[src/rtl/mux_rr_arbiter_pkg.sv]
// Shared types and the circular priority pick for the 8-way round-robin arbiter.
package arbiter_pkg;

  typedef enum logic {
    IDLE = 1'b0,
    BUSY = 1'b1
  } state_t;

  localparam int NUM_REQ   = 8;
  localparam int SEL_WIDTH = 3;

  // Search starts at ptr+1 and wraps, so the index at ptr itself is the lowest priority.
  function automatic logic [SEL_WIDTH:0] rr_pick(input logic [NUM_REQ-1:0]   req,
                                                  input logic [SEL_WIDTH-1:0] ptr);
    logic [NUM_REQ-1:0]   rot;
    logic [SEL_WIDTH-1:0] start;
    logic [SEL_WIDTH-1:0] off;
    logic                 found;
    start = ptr + SEL_WIDTH'(1);
    rot   = NUM_REQ'({req, req} >> start);
    found = 1'b0;
    off   = '0;
    for (int i = NUM_REQ - 1; i >= 0; i--) begin
      if (rot[i]) begin
        found = 1'b1;
        off   = SEL_WIDTH'(i);
      end
    end
    return {found, off + start};
  endfunction

endpackage

[src/rtl/mux_rr_arbiter_prio.sv]
// Combinational rotate / priority-encode / unrotate used for every arbitration decision.
module rr_priority_encoder8
  import arbiter_pkg::*;
(
  input  logic [NUM_REQ-1:0]   req_i,
  input  logic [SEL_WIDTH-1:0] ptr_i,
  output logic                 found_o,
  output logic [SEL_WIDTH-1:0] idx_o
);

  assign {found_o, idx_o} = rr_pick(req_i, ptr_i);

endmodule

[src/rtl/mux_rr_arbiter.sv]
// Round-robin arbiter owning the shared 8:1 mux select, with multi-beat hold and a beat limit.
module mux_rr_arbiter
  import arbiter_pkg::*;
#(
  parameter int MAX_BEATS = 16
) (
  input  logic                 i_Clock,
  input  logic                 i_Reset,
  input  logic [NUM_REQ-1:0]   i_Request,
  input  logic [NUM_REQ-1:0]   i_Last,
  input  logic                 i_Ready,
  output logic [NUM_REQ-1:0]   o_Grant,
  output logic [SEL_WIDTH-1:0] o_Select,
  output logic                 o_Valid,
  output logic [NUM_REQ-1:0]   o_Accept,
  output logic                 o_Timeout
);

  localparam int CNT_WIDTH = (MAX_BEATS < 1) ? 1 : $clog2(MAX_BEATS + 1);
  localparam logic [CNT_WIDTH-1:0] MAX_CNT = CNT_WIDTH'(MAX_BEATS);

  state_t               state_q, state_d;
  logic [NUM_REQ-1:0]   grant_q, grant_d;
  logic [SEL_WIDTH-1:0] sel_q, sel_d;
  logic [SEL_WIDTH-1:0] ptr_q, ptr_d;
  logic [CNT_WIDTH-1:0] count_q, count_d, count_inc;
  logic                 timeout_q, timeout_d;
  logic [SEL_WIDTH-1:0] arb_ptr, win_idx;
  logic                 win_found, busy, xfer, limit_hit, release_grant;

  assign busy          = (state_q == BUSY);
  assign o_Valid       = busy & i_Request[sel_q];
  assign xfer          = o_Valid & i_Ready;
  assign o_Accept      = grant_q & {NUM_REQ{xfer}};
  assign count_inc     = count_q + CNT_WIDTH'(1);
  assign limit_hit     = (MAX_BEATS > 0) && (count_inc == MAX_CNT);
  assign release_grant = busy & (~i_Request[sel_q] | (xfer & (i_Last[sel_q] | limit_hit)));

  // Releasing index is the pointer, so it is automatically last in line on re-arbitration.
  assign arb_ptr = busy ? sel_q : ptr_q;

  rr_priority_encoder8 u_prio (
    .req_i   (i_Request),
    .ptr_i   (arb_ptr),
    .found_o (win_found),
    .idx_o   (win_idx)
  );

  always_comb begin
    state_d   = state_q;
    grant_d   = grant_q;
    sel_d     = sel_q;
    ptr_d     = ptr_q;
    count_d   = count_q;
    timeout_d = 1'b0;
    unique case (state_q)
      IDLE: begin
        if (win_found) begin
          state_d = BUSY;
          grant_d = NUM_REQ'(1) << win_idx;
          sel_d   = win_idx;
          count_d = '0;
        end
      end
      BUSY: begin
        if (xfer && (MAX_BEATS == 0 || count_q != MAX_CNT)) begin
          count_d = count_inc;
        end
        if (release_grant) begin
          ptr_d     = sel_q;
          timeout_d = xfer & limit_hit & ~i_Last[sel_q];
          count_d   = '0;
          if (win_found) begin
            grant_d = NUM_REQ'(1) << win_idx;
            sel_d   = win_idx;
          end else begin
            state_d = IDLE;
            grant_d = '0;
          end
        end
      end
      default: state_d = IDLE;
    endcase
  end

  always_ff @(posedge i_Clock or negedge i_Reset) begin
    if (!i_Reset) begin
      state_q   <= IDLE;
      grant_q   <= '0;
      sel_q     <= '0;
      ptr_q     <= SEL_WIDTH'(NUM_REQ - 1);
      count_q   <= '0;
      timeout_q <= 1'b0;
    end else begin
      state_q   <= state_d;
      grant_q   <= grant_d;
      sel_q     <= sel_d;
      ptr_q     <= ptr_d;
      count_q   <= count_d;
      timeout_q <= timeout_d;
    end
  end

  assign o_Grant   = grant_q;
  assign o_Select  = sel_q;
  assign o_Timeout = timeout_q;

endmodule

[config.mk]
export PLATFORM = sky130hd
export DESIGN_NAME = mux_rr_arbiter
export DESIGN_NICKNAME = d
export VERILOG_FILES = /design/src/rtl/mux_rr_arbiter_pkg.sv /design/src/rtl/mux_rr_arbiter_prio.sv /design/src/rtl/mux_rr_arbiter.sv
export SDC_FILE = /design/constraint.sdc
export NUM_CORES = 1
export LEC_CHECK = 0
export CAP_MARGIN = 40
export CORE_UTILIZATION = 50
export DETAILED_ROUTE_END_ITERATION = 6
export GPL_TIMING_DRIVEN = 0
export PLACE_DENSITY_LB_ADDON = 0.15
export SLEW_MARGIN = 20
export SYNTH_ARGS = -nofsm -noshare
export SYNTH_HDL_FRONTEND = slang
export SYNTH_HIERARCHICAL = 1
export SYNTH_SLANG_ARGS = --single-unit
[constraint.sdc]
create_clock -name i_Clock -period 5.65 [get_ports i_Clock]
set_clock_uncertainty 0.15 [all_clocks]
set_input_delay 1.13 -clock i_Clock [delete_from_list [all_inputs] [get_ports i_Clock]]
set_output_delay 1.13 -clock i_Clock [all_outputs]
set_load 0.02 [all_outputs]
==> parameters.txt, run 1 <==
Parameter                              Value

Status
  Status ... finished clean

Routing
  Average wire per cell in the routed design ... 17.2 um
  Initial drt markers ... 69
  Via Count ... 1578
  Detail Route Antenna Nets ... 0
  Total Routed Length ... 4510 um
  Routed met1 length ... 1930 um
  Wire length on met2 ... 2320 um
  Vias per cell ... 6.02
  Residual DRC count ... 0
  Detailed Routing Iterations Pass 1 ... 4
  Highest metal used ... met4
  Met3 Routed Length ... 227 um

Setup path
  Critical path cell sequence ... clkdlybuf4s50_1 -> mux4_2 -> o2111a_1 -> clkbuf_1 -> and3_1 -> clkdlybuf4s50_1
  Max incr delay on CP ... 0.55 ns
  Type of origin of the critical path ... input pin
  Critical path's slowest cell ... clkdlybuf4s50_1
  CP Data Required Time ... 4.37 ns
  Highest fanout seen on the critical path ... 10
  Critical Path Most Common Cell ... clkdlybuf4s50_1
  Critical Path AT ... 3.58 ns
  Crit path kind ... input pin to primary output
  Source of the worst register-to-register timing path ... busy$_DFF_PN0_
  Type of element capturing the critical path ... primary output
  CP startpoint ... i_Request[3]

Clocking
  H-Tree Depth ... 1
  TritonCTS clock tree ... done
  Total setup buffers inserted after CTS ... 0
  CTS root buf ... clkbuf_4
  Count of hold-fix buffers inserted at cts ... 0
  Clock input transition at the sequential cells of the worst setup and hold paths ... 0.13 ns
  Number of cells upsized or downsized after cts ... 0
  Maximum count of clock buffers along a single path ... 2
  Clock sink count ... 21
  Total clock buffers created by CTS ... 3
  Worst-skew pair later-pin latency ... 0.32 ns

Logic synthesis
  Yosys reg bits ... 21
  Post-synthesis cell count ... 172
  Post-Syn Nets ... 196
  Fraction of the yosys area taken by sequential cells ... 30.1%
  Distinct cell type count after synthesis ... 52
  Leading register cell type out of synthesis ... dfrtp_1
  Synthesis warning total ... 6
  Top-area cell type share of the netlist area ... 25.6%
  Top cells by area, synth ... dfrtp_1, mux4_2, dfstp_2, mux2_2, mux4_1
  Combined area of all synthesized cells ... 0.00176 mm^2
  Largest area contributor in the netlist ... dfrtp_1
  Average cell area after synthesis ... 10.2 um^2
  Async SR Flop Fraction ... 100%
  Count of flip-flops with a built-in enable after synthesis ... 0

Worst hold path
  Class of the tightest hold or removal check ... flop to flop
  Hold wc startpoint ... o_Grant[3]$_DFFE_PN0P_

GRT
  Overall Global Routing Usage ... 25.7%
  Global-route wire length before repair ... 6950 um
  Number of global-route vias before repair ... 1509
  Initial antenna violation count ... 0
  Overflow after GRT ... 0
  Pin count of the biggest net entering global routing ... 14

Finish
  Synth-to-layout area growth ... 27.9%
  Most used cells in the layout excluding fill and tap cells ... clkdlybuf4s50_1, dfrtp_1, nand2_1, inv_1, nor2_1
  Ratio of cells with drive above 1 in the final layout ... 17.1%
  Most common cell after layout, fill and taps aside ... clkdlybuf4s50_1
  Post-Layout Cell Count ... 262
  Post-route cell area ... 0.00225 mm^2
  Antenna cells ... 0
  Number of nets at the end of the flow ... 241

Power and ir drop
  PwrDens ... 667 mW/mm^2
  Leakage ... 0.922 nW
  Share of power burned in registers ... 16.1%
  Clock Power Share ... 5.1%
  Combinational Power Share ... 78.7%
  Sw power ... 0.744 mW
  Switching share of total power ... 49.6%
  Worst IR drop on VDD ... 462 uV
  Int Power ... 0.757 mW

Floorplan
  I/O pin cnt ... 40
  Placeable Area ... 0.00336 mm^2
  Die outline width ... 61.3 um
  Number of placement rows ... 21
  Total Die Area ... 0.00376 mm^2
  Initial Utilization ... 52.3%
  Overall die height ... 61.3 um

STA
  Max Transition Viols Final ... 0
  Total negative setup slack ... 0 ns
  Worst slew pin tran ... 0.615 ns
  Post-layout min period ... 4.86 ns
  Timing-limited maximum frequency ... 0.206 GHz
  Period utilisation layout ... 86.1%
  Final number of setup-violating endpoints ... 0
  Post-route worst setup slack ... 0.788 ns
  Unrepaired setup endpoints after global routing ... false
  Final hold violations ... 0
  Headroom to the max-slew limit ... 58.7%

Place
  Total cell area at the placement stage ... 0.00222 mm^2
  Final estimated routing congestion in global placement ... 0.812
  Placed Cells incl. Taps ... 258
  Number of port buffers ... 39
  Dpl ws ... 0.797 ns
  HPWL Detailed ... 3400 um

Flow run
  Max-cap violations ... 0
[routing by layer]
layer / global-route usage, % / vias up
li1: - / 735
met1: 35.3 / 794
met2: 42.4 / 46
met4: 8.12 / 0
met3: 3.15 / 3
met5: 0 / -
[cell usage after synthesis, types with 4 or more instances]
library cell and count:
ha_1 4, dfrtp_1 18, a21oi_1 5, nand2b_1 7
o2bb2ai_1 6, mux2i_1 4, mux4_2 8, and3_1 8
o21ai_0 9, mux2_2 6, nand3_1 4, nor2_1 10
inv_1 11, clkbuf_1 5, nand2_1 13
[power groups by stage]
stage | registers (mW) | logic (mW) | clock network (mW)
finish | 0.242 | 1.18 | 0.0768
global route | 0.246 | 1.28 | 0.0841
global placement | 0.242 | 1.13 | 0
floorplan | 0.265 | 0.864 | 0
detailed placement | 0.246 | 1.16 | 0
CTS | 0.243 | 1.17 | 0.0772
[worst max-delay path: cells and delay by family]
kind | cells | cell delay (ns)
multiplexers | 1 | 0.54
buffers and inverters | 3 | 1.34
AO/OA/AOI/OAI | 1 | 0.32
AND/OR/NAND/NOR | 1 | 0.25
[flip-flops by register name, summed over array words and instances (netlist names)]
name       count
busy           1
count_q        5
o_Grant        8
o_Select       3
o_Timeout      1
ptr_q          3
[layout make-up]
class	instances	area [um^2]
inverter	11	41.3
clock buffer	3	22.5
clock inverter	1	5.00
buffer	9	51.3
multi-input combinational	131	1140
sequential	21	529
fill	320	1110
tap	46	57.6
timing repair buffer	40	405
[cell families after synthesis]
family | count (synthesis) | synth area share [%]
fa+ha+maj | 5 | 3.98
flops | 21 | 30.1
mux | 21 | 20.2
buf+inv | 20 | 5.26
simple gates | 57 | 17.4
xor+xnor | 2 | 0.996
compound gates | 46 | 22.0
[per-stage QoR]
step,power (mW),util (%),hold WS (ns)
finish,1.50,66.9,0.374
global route,1.61,66.9,0.403
CTS,1.49,66.9,0.384
detailed placement,1.41,66.1,0.351
global placement,1.37,65.6,0.346
floorplan,1.13,-,0.366
[worst paths after layout]
kind | end | slack, ns | depth (start not counted)
min | o_Grant[3]$_DFFE_PN0P_ | 0.37 | 1
max in group asynchronous | ptr_q[1]$_DFFE_PN1P_ | 3.83 | 2
min in group asynchronous | count_q[2]$_DFFE_PN0P_ | 0.97 | 1
min reg2reg | o_Grant[3]$_DFFE_PN0P_ | 0.37 | 1
max reg2reg | o_Grant[1]$_DFFE_PN0P_ | 1.19 | 14
max | o_Accept[3] | 0.79 | 6
Note: power is estimated with default switching activity, not from simulation.
==> inputs of run 2 (changes only) <==
--- a/config.mk
+++ b/config.mk
@@ -7,6 +7,7 @@
 export LEC_CHECK = 0
 export CAP_MARGIN = 40
 export CORE_UTILIZATION = 50
+export CTS_CLUSTER_SIZE = 12
 export DETAILED_ROUTE_END_ITERATION = 6
 export GPL_TIMING_DRIVEN = 0
 export PLACE_DENSITY_LB_ADDON = 0.15
==> results of run 2 <==
Same layout as run 1: the final DEF is identical, and so are final timing and power.
